<file path="config.mk">
export PLATFORM = sky130hd
export DESIGN_NAME = seg7_scan_ctrl_flat
export DESIGN_NICKNAME = d
export VERILOG_FILES = /design/src/rtl/seg7_scan_ctrl_if.sv /design/src/rtl/seg7_scan_ctrl.sv /design/src/flat_wrapper.sv
export SDC_FILE = /design/constraint.sdc
export NUM_CORES = 1
export LEC_CHECK = 0
export CAP_MARGIN = 20
export CELL_PAD_IN_SITES_DETAIL_PLACEMENT = 0
export CELL_PAD_IN_SITES_GLOBAL_PLACEMENT = 1
export CORE_UTILIZATION = 35
export CTS_CLUSTER_SIZE = 12
export DETAILED_ROUTE_END_ITERATION = 16
export HOLD_SLACK_MARGIN = 0.08
export PLACE_DENSITY = 0.71
export SETUP_SLACK_MARGIN = 0.3
export SLEW_MARGIN = 0
export SYNTH_ARGS = -nofsm -noshare
export SYNTH_HDL_FRONTEND = slang
export SYNTH_SLANG_ARGS = --single-unit
</file>
<file path="constraint.sdc">
create_clock -name clk -period 4.3 [get_ports clk]
set_input_delay 0.86 -clock clk [delete_from_list [all_inputs] [get_ports clk]]
set_output_delay 0.86 -clock clk [all_outputs]
set_load 0.02 [all_outputs]
</file>
<file path="src/rtl/seg7_scan_ctrl_if.sv">
// Bus between a value producer and the 4-digit 7-segment scan controller.
// Handshake: the producer raises load with din valid; the value is accepted
// on any rising edge where load=1 and busy=0 (busy acts as an inverted
// ready). While busy=1 load is ignored. ack pulses for one cycle when the
// accepted value becomes the displayed value; busy drops the cycle after.
interface seg7_scan_ctrl_if;
  logic        load;
  logic [15:0] din;
  logic        busy;
  logic        ack;
  logic [3:0]  cntl;
  logic [3:0]  an;
  logic        frame;
  logic        dbg_state;

  modport master (
    output load, din,
    input  busy, ack, cntl, an, frame, dbg_state
  );

  modport slave (
    input  load, din,
    output busy, ack, cntl, an, frame, dbg_state
  );
endinterface

</file>
<file path="src/rtl/seg7_scan_ctrl.sv">
// Time-multiplexed 4-digit 7-segment scan controller with tear-free update.
// Each digit slot lasts DIV cycles; the first GAP cycles of a slot are blank
// to avoid ghosting. New values are swapped in only at the start of digit0.
// Optional feature: define SEG7_LZB_EN to blank leading zeros (digit0 never).
module seg7_scan_ctrl #(
  parameter int DIV = 50000,
  parameter int GAP = 16
) (
  input logic             clk,
  input logic             rst,
  seg7_scan_ctrl_if.slave bus
);

  localparam int CW = (DIV > 1) ? $clog2(DIV) : 1;
  localparam logic [CW-1:0] CNT_LAST     = CW'(DIV - 1);
  localparam logic [CW-1:0] CNT_GAP_LAST = CW'(GAP - 1);

  typedef enum logic {
    BLANK = 1'b0,
    DRIVE = 1'b1
  } state_t;

  state_t        state, state_next;
  logic [CW-1:0] cnt, cnt_next;
  logic [1:0]    idx, idx_next;
  logic          cnt_wrap;

  logic [15:0]   pend_reg, pend_next;
  logic [15:0]   disp_reg, disp_next;
  logic          busy_reg, busy_next;
  logic          ack_reg, ack_next;
  logic          frame_reg, frame_next;
  logic [3:0]    an_reg, an_next;
  logic [3:0]    cntl_reg, cntl_next;
  logic [3:0]    nib;
  logic          xfer;
`ifdef SEG7_LZB_EN
  logic          lead_zero;
`endif

  // ack marks the transfer cycle itself: first BLANK cycle of digit0 with a value pending.
  assign xfer = ack_reg;

  // Next-state logic; outputs are computed from next-cycle position so the
  // registered outputs line up with the state they belong to.
  always_comb begin
    state_next = state;
    cnt_wrap   = (cnt == CNT_LAST);
    cnt_next   = cnt_wrap ? '0 : cnt + 1'b1;
    idx_next   = cnt_wrap ? idx + 2'd1 : idx;

    case (state)
      BLANK:   if (cnt == CNT_GAP_LAST) state_next = DRIVE;
      DRIVE:   if (cnt_wrap)            state_next = BLANK;
      default:                          state_next = BLANK;
    endcase

    disp_next  = xfer ? pend_reg : disp_reg;
    pend_next  = (bus.load && !busy_reg) ? bus.din : pend_reg;
    busy_next  = xfer ? 1'b0 : (busy_reg | bus.load);
    ack_next   = busy_next && (cnt_next == '0) && (idx_next == 2'd0);
    frame_next = (idx_next == 2'd3) && (cnt_next == CNT_LAST);

    nib = disp_next[{idx_next, 2'b00} +: 4];
`ifdef SEG7_LZB_EN
    lead_zero = 1'b0;
    case (idx_next)
      2'd3:    lead_zero = (disp_next[15:12] == 4'd0);
      2'd2:    lead_zero = (disp_next[15:8]  == 8'd0);
      2'd1:    lead_zero = (disp_next[15:4]  == 12'd0);
      default: lead_zero = 1'b0;
    endcase
    if (lead_zero) nib = 4'hF;
`endif

    an_next   = 4'b1111;
    cntl_next = 4'hF;
    if (state_next == DRIVE) begin
      an_next   = ~(4'b0001 << idx_next);
      cntl_next = nib;
    end
  end

  // State, counters, value registers and registered outputs.
  always_ff @(posedge clk) begin
    if (rst) begin
      state     <= BLANK;
      cnt       <= '0;
      idx       <= 2'd0;
      pend_reg  <= 16'd0;
      disp_reg  <= 16'd0;
      busy_reg  <= 1'b0;
      ack_reg   <= 1'b0;
      frame_reg <= 1'b0;
      an_reg    <= 4'b1111;
      cntl_reg  <= 4'hF;
    end else begin
      state     <= state_next;
      cnt       <= cnt_next;
      idx       <= idx_next;
      pend_reg  <= pend_next;
      disp_reg  <= disp_next;
      busy_reg  <= busy_next;
      ack_reg   <= ack_next;
      frame_reg <= frame_next;
      an_reg    <= an_next;
      cntl_reg  <= cntl_next;
    end
  end

  assign bus.busy      = busy_reg;
  assign bus.ack       = ack_reg;
  assign bus.frame     = frame_reg;
  assign bus.an        = an_reg;
  assign bus.cntl      = cntl_reg;
  assign bus.dbg_state = state;

endmodule

</file>
<file path="src/flat_wrapper.sv">
// flat-port wrapper written by rule: the top's interface ports become plain ports
module seg7_scan_ctrl_flat 
#(
  parameter int DIV = 50000,
  parameter int GAP = 16
)
  (clk, rst, bus_load, bus_din, bus_busy, bus_ack, bus_cntl, bus_an, bus_frame, bus_dbg_state);
  seg7_scan_ctrl_if bus_i ();
  input logic clk;
  input logic rst;
  input wire logic [$bits(bus_i.load)-1:0] bus_load;
  input wire logic [$bits(bus_i.din)-1:0] bus_din;
  output wire logic [$bits(bus_i.busy)-1:0] bus_busy;
  output wire logic [$bits(bus_i.ack)-1:0] bus_ack;
  output wire logic [$bits(bus_i.cntl)-1:0] bus_cntl;
  output wire logic [$bits(bus_i.an)-1:0] bus_an;
  output wire logic [$bits(bus_i.frame)-1:0] bus_frame;
  output wire logic [$bits(bus_i.dbg_state)-1:0] bus_dbg_state;
  assign bus_i.load = bus_load;
  assign bus_i.din = bus_din;
  assign bus_busy = bus_i.busy;
  assign bus_ack = bus_i.ack;
  assign bus_cntl = bus_i.cntl;
  assign bus_an = bus_i.an;
  assign bus_frame = bus_i.frame;
  assign bus_dbg_state = bus_i.dbg_state;
  seg7_scan_ctrl #(.DIV(DIV), .GAP(GAP)) u_core (.clk(clk), .rst(rst), .bus(bus_i));
endmodule
</file>
Yosys cells after proc, flatten, opt, wreduce, memory -nomap -nowiden
Cells that the tools add are included.
- add/sub/neg operators: 2
- $mul: 0
- divide/modulo/power cells: 0
- $lt $le $gt $ge: 0
- eq/ne operators: 4
- shifts and indexed selects: 2
- muxes and demuxes: 7
- bitwise logic cells: 4
- reductions and logical operators: 8
- operators with widths (cell ; number):
    $eq A16 B16 Y1 const B ; 2
    $mux W16 ; 2
    $add A16 B1 Y16 const B ; 1
    $eq A16 B4 Y1 const B ; 1
    $logic_not A16 Y1 ; 1
    $shiftx A16 B5 Y4 ; 1
    $logic_and A1 B1 Y1 ; 4
    $not A4 Y4 ; 1
    $shl A1 B2 Y4 const A ; 1
    $mux W1 ; 3
    $add A2 B1 Y2 const B ; 1
    $eq A2 B2 Y1 const B ; 1
    $logic_not A2 Y1 ; 1
    $mux W2 ; 1
    $not A1 Y1 ; 2
    $pmux W1 S2 ; 1
    $reduce_or A2 Y1 ; 1
    $logic_not A1 Y1 ; 1
    $or A1 B1 Y1 ; 1
- flip-flop bits (word level): 62
- bits in latches: 0
- RAM bits: 0
- ROM bits: 0
- output and inout bits: 12
- logic and storage cells: 37
- memories: 0

Logic depth before layout (Yosys ltp)
Gate-level depths: netlist of run 1.
- depth in word-level cells: 5
- mapped depth: 8
- mapped depth without buffers: 7

Worst setup path after synthesis of run 1
No wires, ideal clock.
- path type: register -> register
- start: register u_core.cnt[4]
- end: register u_core.cntl_reg[1] (netlist: u_core.bus.cntl[1])
- setup time: 0.131 ns
- arrival time: 2.052 ns
- setup slack: 2.117 ns
- stages on the path, launching flop included: 8
- path buffers: 2
- period minus slack after synthesis: 2.183 ns
- cell sequence: dfxtp_1 -> buf_2 -> or4_4 -> nor4_4 -> buf_4 -> mux2_1 -> o21ai_1 -> nand2_1
- longest elaborated chain between the ends: 5
- elaborated cells on any way between the ends: 9
- ends and longest elaborated chain (element ; line ; text):
    start: declaration ; seg7_scan_ctrl.sv:24 ; logic [CW-1:0] cnt, cnt_next;
    start signal: assignment ; seg7_scan_ctrl.sv:99 ; cnt <= cnt_next;
    parallel branches: the longest is 5 deep, another holds $eq A16 B16 Y1 ; -- ;
    end signal: assignment ; seg7_scan_ctrl.sv:107 ; cntl_reg <= cntl_next;
    end: declaration ; seg7_scan_ctrl.sv:34 ; logic [3:0] cntl_reg, cntl_next;
Several ways; the timed one is not identified.
A chain may end at the register's enable or synchronous reset.

Worst setup path in the final report of run 1
- start: register u_core.cnt[5]
- end: register u_core.an_reg[1] (netlist: u_core.bus.an[1])
- longest elaborated chain between the ends: 5
- elaborated cells on any way between the ends: 10
- ends and longest elaborated chain (element ; line ; text):
    $eq A16 B16 Y1 or $eq A16 B4 Y1 (tied branches) ; seg7_scan_ctrl.sv:48, seg7_scan_ctrl.sv:53 ;
    $mux W1 (on tied branches) ; seg7_scan_ctrl.sv:54, seg7_scan_ctrl.sv:53 ;
    $pmux W1 S2 ; seg7_scan_ctrl.sv:52 ; case (state)
    $not A1 Y1 (no source line) ; -- ;
    $reduce_or A2 Y1 (no source line) ; -- ;
    end signal: assignment ; seg7_scan_ctrl.sv:106 ; an_reg <= an_next;
    end: declaration ; seg7_scan_ctrl.sv:33 ; logic [3:0] an_reg, an_next;
Several ways; a longest one is shown, not always the timed one.

==> impl_metrics.toml, run 1 <==
[status]
run_status = "finished clean"

[logic_synthesis]
synthXorXnorAreaFrac_pct = 5.68
synthCells = 322
yosys.area_share.simple_pct = 22.8
syn_area_um2 = 2930
synthMuxAreaShare_pct = 17.6
async_flop_share_pct = 0
ys_warn_count = 0
synth_top_family_by_area = "simple AND/OR/NAND/NOR gates"
synth-seq-area-share_pct = 42.3
synth_fa_ha_area_share_pct = 1.28
syn_avg_cell_area_um2 = 9.10
synth-seq-cells = 62
synth-edff-count = 0
synth_flop_cell = "dfxtp_1"
synth_cell_type_count = 41
synth-compound-area-share_pct = 6.06
synth_nets = 344

[pwr]
ir_worst_vdd_mv = 0.134
power_density_nw_per_um2 = 331
p_leak_nw = 1.15
design_power_total_mw = 1.15

[min_path]
hp-class = "flip-flop to flip-flop"

[timing]
whs_ns = 0.478
min_period_ns = 2.54
worst_slew_pin_slew_ns = 1.06
rsz0062_at_grt = "false"
hold_viol = 0
finalSetupTns_ns = 0
finalSetupViolations = 0
fmax_ghz = 0.394
layout_setup_ws_ns = 1.76
fin_skew_ns = 0.0121
relSlewSlack_pct = 29.5
timing.final.crit_share_pct = 59.1
drv_slew = 0

[final_layout]
final_common_cell = "dfxtp_1"
final_area_um2 = 3460
fillers = 836
drive_gt1_share_pct = 10.8
fin_cells = 449
antenna_cells = 0
final_cell_mix = "dfxtp_1, nand2_1, nor2_1, clkdlybuf4s50_1, mux2i_1"
fin_util_pct = 42.4
area.growth.synth_to_final_pct = 18.2
design.final.nets = 361

[die]
start_util_pct = 35.9
die_y_um = 93.5
io_pins = 31
die-area_um2 = 8750
design.core.area_um2 = 8180
core.rowCount = 33
fp.dieW_um = 93.5

[critical_path]
crit_chain = "or4_4, nor4_4, xnor2_1, or4_1"
cp-end-kind = "flip-flop"
critical_path_buf_inv_count = 0
cp_max_fo = 14
cpMaxStageDelayCell = "nor4_4"
cp_top_family = "simple AND/OR/NAND/NOR gates"
cp-start-kind = "flip-flop"
crit_type = "flip-flop to flip-flop"
cp_slowest_stage_delay_ns = 0.81
required_ns = 4.50
cp.arrival_ns = 2.75

[clocking]
cts_tree = "done"
htree_num_levels = 3
cts_resized = 0
worstSkewPairLatency_ns = 0.34
cts_buffer_depth = 2
cts.sinks = 62
root_buffer = "clkbuf_8"
clk_pin_slew_ns = 0.07
hold_buffers = 0
numCtsBuffers = 9
post_cts_buffers = 0

[global_route]
grt_max_degree = 33
gr-total-overflow = 0
grt_pass1_wl_um = 9720
grt_use_total_pct = 14.5
antenna_found_initial = 0
grt_pass1_vias = 1981

[drt]
wire_per_inst_um = 13.1
drcViolationCount = 0
postRouteAntennaNets = 0
drt_iter0_drc = 112
vias_per_cell = 4.92
via_count = 2210
wirelength_um = 5890
dr.pass1.iters = 4

[placement]
placed_cells = 433
place.gp.congestion = 0.799
portBuffers = 30
dp_hpwl_um = 4110
dp_slack_ns = 1.48
placed_area_um2 = 3280

[job]
max_cap_violations = 0
-- path summary, 6_finish.rpt --
kind                                          from                               end  slack, ns  cells after the start
hold reg to reg   u_core.pend_reg[15]$_SDFFE_PP0P_  u_core.pend_reg[15]$_SDFFE_PP0P_       0.48                      2
setup / recovery          u_core.cnt[5]$_SDFF_PP0_       u_core.bus.an[1]$_SDFF_PP1_       1.76                      4
setup reg to reg          u_core.cnt[5]$_SDFF_PP0_       u_core.bus.an[1]$_SDFF_PP1_       1.76                      4
hold / removal    u_core.pend_reg[15]$_SDFFE_PP0P_  u_core.pend_reg[15]$_SDFFE_PP0P_       0.48                      2
-- per-layer routing --
layer,GRT usage (%),vias up,wire (um)
li1,-,1140,-
met2,19.6,51,2370
met1,21.2,1013,3110
met5,0,-,0
met4,5.38,0,68
met3,4.63,6,337
-- synth_stat cells, types with 6 or more instances --
library cell | number | area [um^2]
a21oi_1 | 17 | 85.1
clkbuf_1 | 20 | 75.1
dfxtp_1 | 62 | 1240
mux2i_1 | 20 | 200
mux4_2 | 12 | 270
nand2_1 | 50 | 188
nand3_1 | 8 | 40.0
nand4_1 | 7 | 43.8
nor2_1 | 40 | 150
nor3_1 | 6 | 30.0
nor4_1 | 6 | 37.5
o21ai_1 | 6 | 30.0
xnor2_1 | 13 | 114
xor2_1 | 6 | 52.6
-- layout make-up --
type | instances | area [um^2] | area share (%)
inverter | 4 | 15.0 | 0.433
timing repair buffer | 33 | 323 | 9.32
clock buffer | 10 | 128 | 3.68
sequential | 62 | 1240 | 35.8
clock inverter | 6 | 61.3 | 1.77
multi-input combinational | 229 | 1570 | 45.2
tap | 105 | 131 | 3.79
-- tightest hold or removal path: stages, from the launching register on --
cell and delay (ns):
dfxtp_1 0.32, nand2_1 0.06, a21oi_1 0.05
-- cell families (layout without fill, tap and decap cells) --
family / after synthesis / in the layout
adder cells (fa/ha/maj): 3 / 3
AND/OR/NAND/NOR: 140 / 140
multiplexers: 36 / 36
XOR/XNOR: 19 / 19
flip-flops: 62 / 62
buffers and inverters: 31 / 53
AO/OA/AOI/OAI: 31 / 31
-- report_power, final --
group / total (mW) / internal (mW) / switching (mW)
Combinational: 0.0551 / 0.0282 / 0.0269
Clock: 0.492 / 0.267 / 0.225
Sequential: 0.598 / 0.586 / 0.0127
Total: 1.15 / 0.881 / 0.265
Note: power is estimated with default switching activity, not from simulation.
==> inputs of run 2 (changes only) <==
==> constraint.sdc (replaced) <==
create_clock -name clk -period 2.4 [get_ports clk]
set_input_delay 0.48 -clock clk [delete_from_list [all_inputs] [get_ports clk]]
set_output_delay 0.48 -clock clk [all_outputs]
set_load 0.02 [all_outputs]
==> impl_metrics.toml, run 2 (synthesized netlist as in run 1, its figures left out) <==
[status]
run_status = "finished clean"

[clocking]
cts.sinks = 62
cts_buffer_depth = 2
clk_pin_slew_ns = 0.07
numCtsBuffers = 9
cts_tree = "done"
worstSkewPairLatency_ns = 0.34
htree_num_levels = 3
root_buffer = "clkbuf_8"

[drt]
via_count = 2296
wire_per_inst_um = 13.4
vias_per_cell = 4.97
wirelength_um = 6200
postRouteAntennaNets = 0
dr.pass1.iters = 4
drt_iter0_drc = 79
drcViolationCount = 0

[critical_path]
cp.arrival_ns = 2.24
cp-start-kind = "flip-flop"
rrSetupSlack_ns = 0.38
crit_type = "flip-flop to flip-flop"
cp_max_fo = 8
worstReg2RegStart = "u_core.cnt[4]$_SDFF_PP0_"
required_ns = 2.62
r2r-end = "u_core.bus.cntl[0]$_SDFF_PP1_"
r2r.worst_path.cells = 6
cp-end-kind = "flip-flop"

[die]
design.core.area_um2 = 8180
die-area_um2 = 8750
core.rowCount = 33
start_util_pct = 35.9
fp.dieW_um = 93.5
io_pins = 31
die_y_um = 93.5

[final_layout]
design.final.nets = 374
area.growth.synth_to_final_pct = 24.5
fin_util_pct = 44.7
antenna_cells = 0
drive_gt1_share_pct = 17.9
final_common_cell = "dfxtp_1"
final_cell_mix = "dfxtp_1, nand2_1, nor2_1, clkdlybuf4s50_1, mux2i_1"
fin_cells = 462

[pwr]
p_seq_share_pct = 49.0
power_density_nw_per_um2 = 597
p_int_mw = 1.69
swShare_pct = 22.5
clockPowerShare_pct = 45.9
comb_power_share_pct = 5.0
netSwitchingPower_mw = 0.491
p_leak_nw = 1.25
ir_worst_vdd_mv = 0.319

[placement]
portBuffers = 30
dp_hpwl_um = 4270
place.gp.congestion = 0.786
placed_cells = 439

[timing]
min_period_ns = 2.02
finalSetupViolations = 0
timing.final.crit_share_pct = 84.3
drv_slew = 0
relSlewSlack_pct = 61.2
fmax_ghz = 0.494
hold_viol = 0
finalSetupTns_ns = 0
fin_skew_ns = 0.0121
rsz0062_at_grt = "true"
whs_ns = 0.459
worst_slew_pin_slew_ns = 0.581

[global_route]
grt_max_degree = 26
grt_use_total_pct = 15.5
grt_pass1_vias = 2079
grt_pass1_wl_um = 10300
gr-total-overflow = 0
antenna_found_initial = 0

[min_path]
hp-class = "flip-flop to flip-flop"
hold_depth = 1
whs_endpoint = "u_core.cnt[0]$_SDFF_PP0_"
holdCritStartpoint = "u_core.cnt[0]$_SDFF_PP0_"

[job]
max_cap_violations = 0
## run 2: cell count changes in the layout (fill, tap and decap cells not counted), sizes merged
cell and change:
inv -1, buf +13, bufinv +1
## run 2: per-stage QoR
step	setup WS, ns	power [mW]	area (um^2)
floorplan	0.358	1.15	2940
global placement	0.218	1.20	3320
detailed placement	0.199	1.20	3320
CTS	0.287	2.20	3570
global route	0.289	2.26	3650
finish	0.377	2.18	3650
## run 2: final cells by class
class / instances / area [um^2]
Sequential cell: 62 / 1260
Fill cell: 800 / 4520
Tap cell: 105 / 131
Multi-Input combinational cell: 229 / 1600
Clock inverter: 6 / 86.3
Timing Repair Buffer: 46 / 434
Inverter: 4 / 15.0
Clock buffer: 10 / 128
## run 2: power by group through the flow
stage	Combinational, mW	Sequential [mW]	Clock (mW)
after floorplan	0.0560	1.09	0
after global placement	0.109	1.09	0
after detailed placement	0.110	1.09	0
after CTS	0.111	1.07	1.02
after global routing	0.122	1.07	1.07
final	0.109	1.07	1.00
## run 2: what timing repair did
item | CTS | global route
setup buffers | 2 | 4
hold buffers | 0 | 0
gates cloned | 0 | 1
gates resized for setup | 3 | 15
setup endpoints to repair | 3 | 10
pin swaps | 0 | 2
## run 2: worst max path at each step
| stage | from | to | slack (ns) | cells past startpoint |
|---|---|---|---|---|
| 6_report | u_core.cnt[4]$_SDFF_PP0_ | u_core.bus.cntl[0]$_SDFF_PP1_ | 0.38 | 6 |
| 3_5_place_dp | u_core.cnt[0]$_SDFF_PP0_ | u_core.bus.cntl[3]$_SDFF_PP1_ | 0.20 | 7 |
| 5_1_grt | u_core.cnt[0]$_SDFF_PP0_ | u_core.bus.cntl[1]$_SDFF_PP1_ | 0.29 | 8 |
| 2_1_floorplan | u_core.idx[1]$_SDFF_PP0_ | u_core.bus.cntl[1]$_SDFF_PP1_ | 0.36 | 5 |
| 3_3_place_gp | u_core.idx[1]$_SDFF_PP0_ | u_core.bus.cntl[3]$_SDFF_PP1_ | 0.22 | 4 |
| 4_1_cts | u_core.cnt[7]$_SDFF_PP0_ | u_core.bus.cntl[3]$_SDFF_PP1_ | 0.29 | 6 |
## run 2: worst max-delay path: stages, from the launching register on
cell and delay (ns):
dfxtp_4 0.37, or4_4 0.54, nor4_4 0.21, buf_6 0.19, mux2_2 0.33, o21ai_1 0.18
nand2_1 0.08
## run 2: metal layers
layer	GRT usage [%]	wire length (um)	up-vias
li1	-	-	1175
met1	20.9	3040	1060
met2	23.2	2800	50
met3	4.15	255	11
met4	6.92	108	0
met5	0	0	-
==> RTL edit: new RTL, flow settings as in run 1 <==
Reset style: asynchronous (`rst`), changed in one clocked block.
--- a/src/rtl/seg7_scan_ctrl.sv
+++ b/src/rtl/seg7_scan_ctrl.sv
@@ -82,7 +82,7 @@
   end
 
   // State, counters, value registers and registered outputs.
-  always_ff @(posedge clk) begin
+  always_ff @(posedge clk or posedge rst) begin
     if (rst) begin
       state     <= BLANK;
       cnt       <= '0;
Function: differs if rst is asserted again (counterexample within 4 cycles, from zero or initial values and one cycle with rst high); with rst held inactive, the same outputs for 10 cycles.
==> RTL edit against run 1 <==
Synthesized cell count down 18%. Worst setup slack worse by 230 ps. Critical endpoint is now bus_ack. Wire length up 1.2%. Register-to-register slack better by 190 ps. Highest routed layer unchanged. Die area up 3.1%. Area after synthesis up 3.2%. Sequential cell count unchanged. Design area up 3.2%. Power up 2.0%.
==> RTL edit: results (changes against run 1) <==
Critical path:
- The kind of cell with the highest combined delay on the critical path is flip-flops (was simple AND/OR/NAND/NOR gates).
- The cell with the largest stage delay on the worst path is dfrtp_1 (was nor4_4).
- The signal arrival time at the worst endpoint is 1910 ps (was 2750 ps).
- The beginning of the worst register-to-register path is u_core.cnt[0]$_DFF_PP0_ (was u_core.cnt[5]$_SDFF_PP0_).

Global route:
- The largest net degree at the start of global routing is 43 (was 33).
- The first-pass GRT wire length is 10200 µm (was 9720 µm).
- The number of global-route vias before repair is 2035 (was 1981).

Synthesis:
- The number of nets in the synthesized netlist was 286 (was 344).
- Top cell types by occurrence after synthesis: dfrtp_1 (54), mux2_2 (32), nor2_1 (29) (was dfxtp_1 (62), nand2_1 (50), nor2_1 (40)).
- The sequential share of the synthesized area was 51.6% (was 42.3%).
- The distinct cell type count after synthesis is 50 (was 41).
- Main area contributors after synthesis: dfrtp_1 (45%), mux2_2 (12%), dfstp_2 (6.9%), nor2_1 (3.6%), nor4_1 (2.7%) (was dfxtp_1 (42%), mux4_2 (9.2%), mux2i_1 (6.8%), nand2_1 (6.4%), nor2_1 (5.1%)).

Worst hold path:
- The cell depth of the worst hold path is 1 (was 2).
- The startpoint of the lowest-slack hold path was u_core.disp_reg[14]$_DFF_PP0_ (was u_core.pend_reg[15]$_SDFFE_PP0P_).
- The endpoint of the worst hold-timing path is u_core.disp_reg[14]$_DFF_PP0_ (was u_core.pend_reg[15]$_SDFFE_PP0P_).

STA:
- The worst setup skew after layout is 11.7 ps (was 12.1 ps).
- The normalized max-slew margin came to 44.7% (was 29.5%).

Power:
- The total leakage power is 1.57 nW (was 1.15 nW).

Cells and area:
- The share of cells above drive strength 1 is 24.1% (was 10.8%).
- The count of filler cells inserted in the layout came to 798 (was 836).
- The leading cell type in the layout, fill and taps excluded is dfrtp_1 (was dfxtp_1).
- The number of nets at the end of the flow is 312 (was 361).

Placed design:
- The placed wire-length estimate is 4070 µm (was 4110 µm).
- The global placement routability congestion is 0.802 (was 0.799).

Detailed routing:
- The mean number of vias per cell came to 5.17 (was 4.92).
- The detailed-route wire length per cell came to 14.9 µm (was 13.1 µm).
- The count of routing violations after the opening detailed-route iteration is 133 (was 112).

Run status:
- Result of the run: finished clean (unchanged).
RTL edit: power by group through the flow:
stage               Clock [mW]  Combinational (mW)  Sequential, mW
floorplan                    0              0.0238           0.617
global placement             0              0.0447           0.620
detailed placement           0              0.0455           0.620
CTS                      0.529              0.0457           0.609
global route             0.554              0.0494           0.610
finish                   0.515              0.0439           0.609
RTL edit: how the worst max path moves through the flow:
| stage | from | to | slack (ps) | depth (start not counted) |
|---|---|---|---|---|
| after floorplan | rst | u_core.bus.ack$_DFF_PP0_ | 1910 | 1 |
| after global placement | u_core.bus.ack$_DFF_PP0_ | bus_ack | 1870 | 1 |
| after detailed placement | u_core.bus.ack$_DFF_PP0_ | bus_ack | 1850 | 1 |
| after CTS | u_core.bus.ack$_DFF_PP0_ | bus_ack | 1470 | 1 |
| after global routing | u_core.bus.ack$_DFF_PP0_ | bus_ack | 1430 | 1 |
| final | u_core.bus.ack$_DFF_PP0_ | bus_ack | 1530 | 1 |
RTL edit: routing by layer:
layer	GRT usage, %	routed length, µm	vias to the layer above
li1	-	-	996
met4	7.70	130	0
met1	21.9	3110	1019
met2	21.0	2520	41
met5	0	0	-
met3	2.90	199	10
RTL edit: worst register-to-register path: cells and delay by family, from the launching register on:
kind	cells	cell delay, ps
flip-flops	1	490
AND/OR/NAND/NOR	3	920
XOR/XNOR	1	420
AO/OA/AOI/OAI	1	160
adder cells (fa/ha/maj)	1	280
RTL edit: layout make-up:
cell class	instances	share of cell area, %
clock inverter	6	1.99
tap	105	3.67
multi-input combinational	176	37.3
inverter	9	0.945
clock buffer	10	3.57
sequential	62	43.7
timing repair buffer	32	8.82
RTL edit: stage by stage:
stage / setup WS, ps / cells / instance area (µm²) / hold WS [ps]
6_report: 1530 / 400 / 3580 / 501
5_1_grt: 1430 / 400 / 3580 / 521
4_1_cts: 1470 / 400 / 3580 / 503
3_5_place_dp: 1850 / 384 / 3380 / 488
3_3_place_gp: 1870 / 384 / 3380 / 482
2_1_floorplan: 1910 / 264 / 3030 / 472
RTL edit: cells by family after synthesis:
group                    synth area share (%)
AND/OR/NAND/NOR                          18.5
flip-flops                               51.6
multiplexers                             13.2
AO/OA/AOI/OAI                            6.53
buffers and inverters                    4.26
XOR/XNOR                                 4.59
adder cells (fa/ha/maj)                  1.24
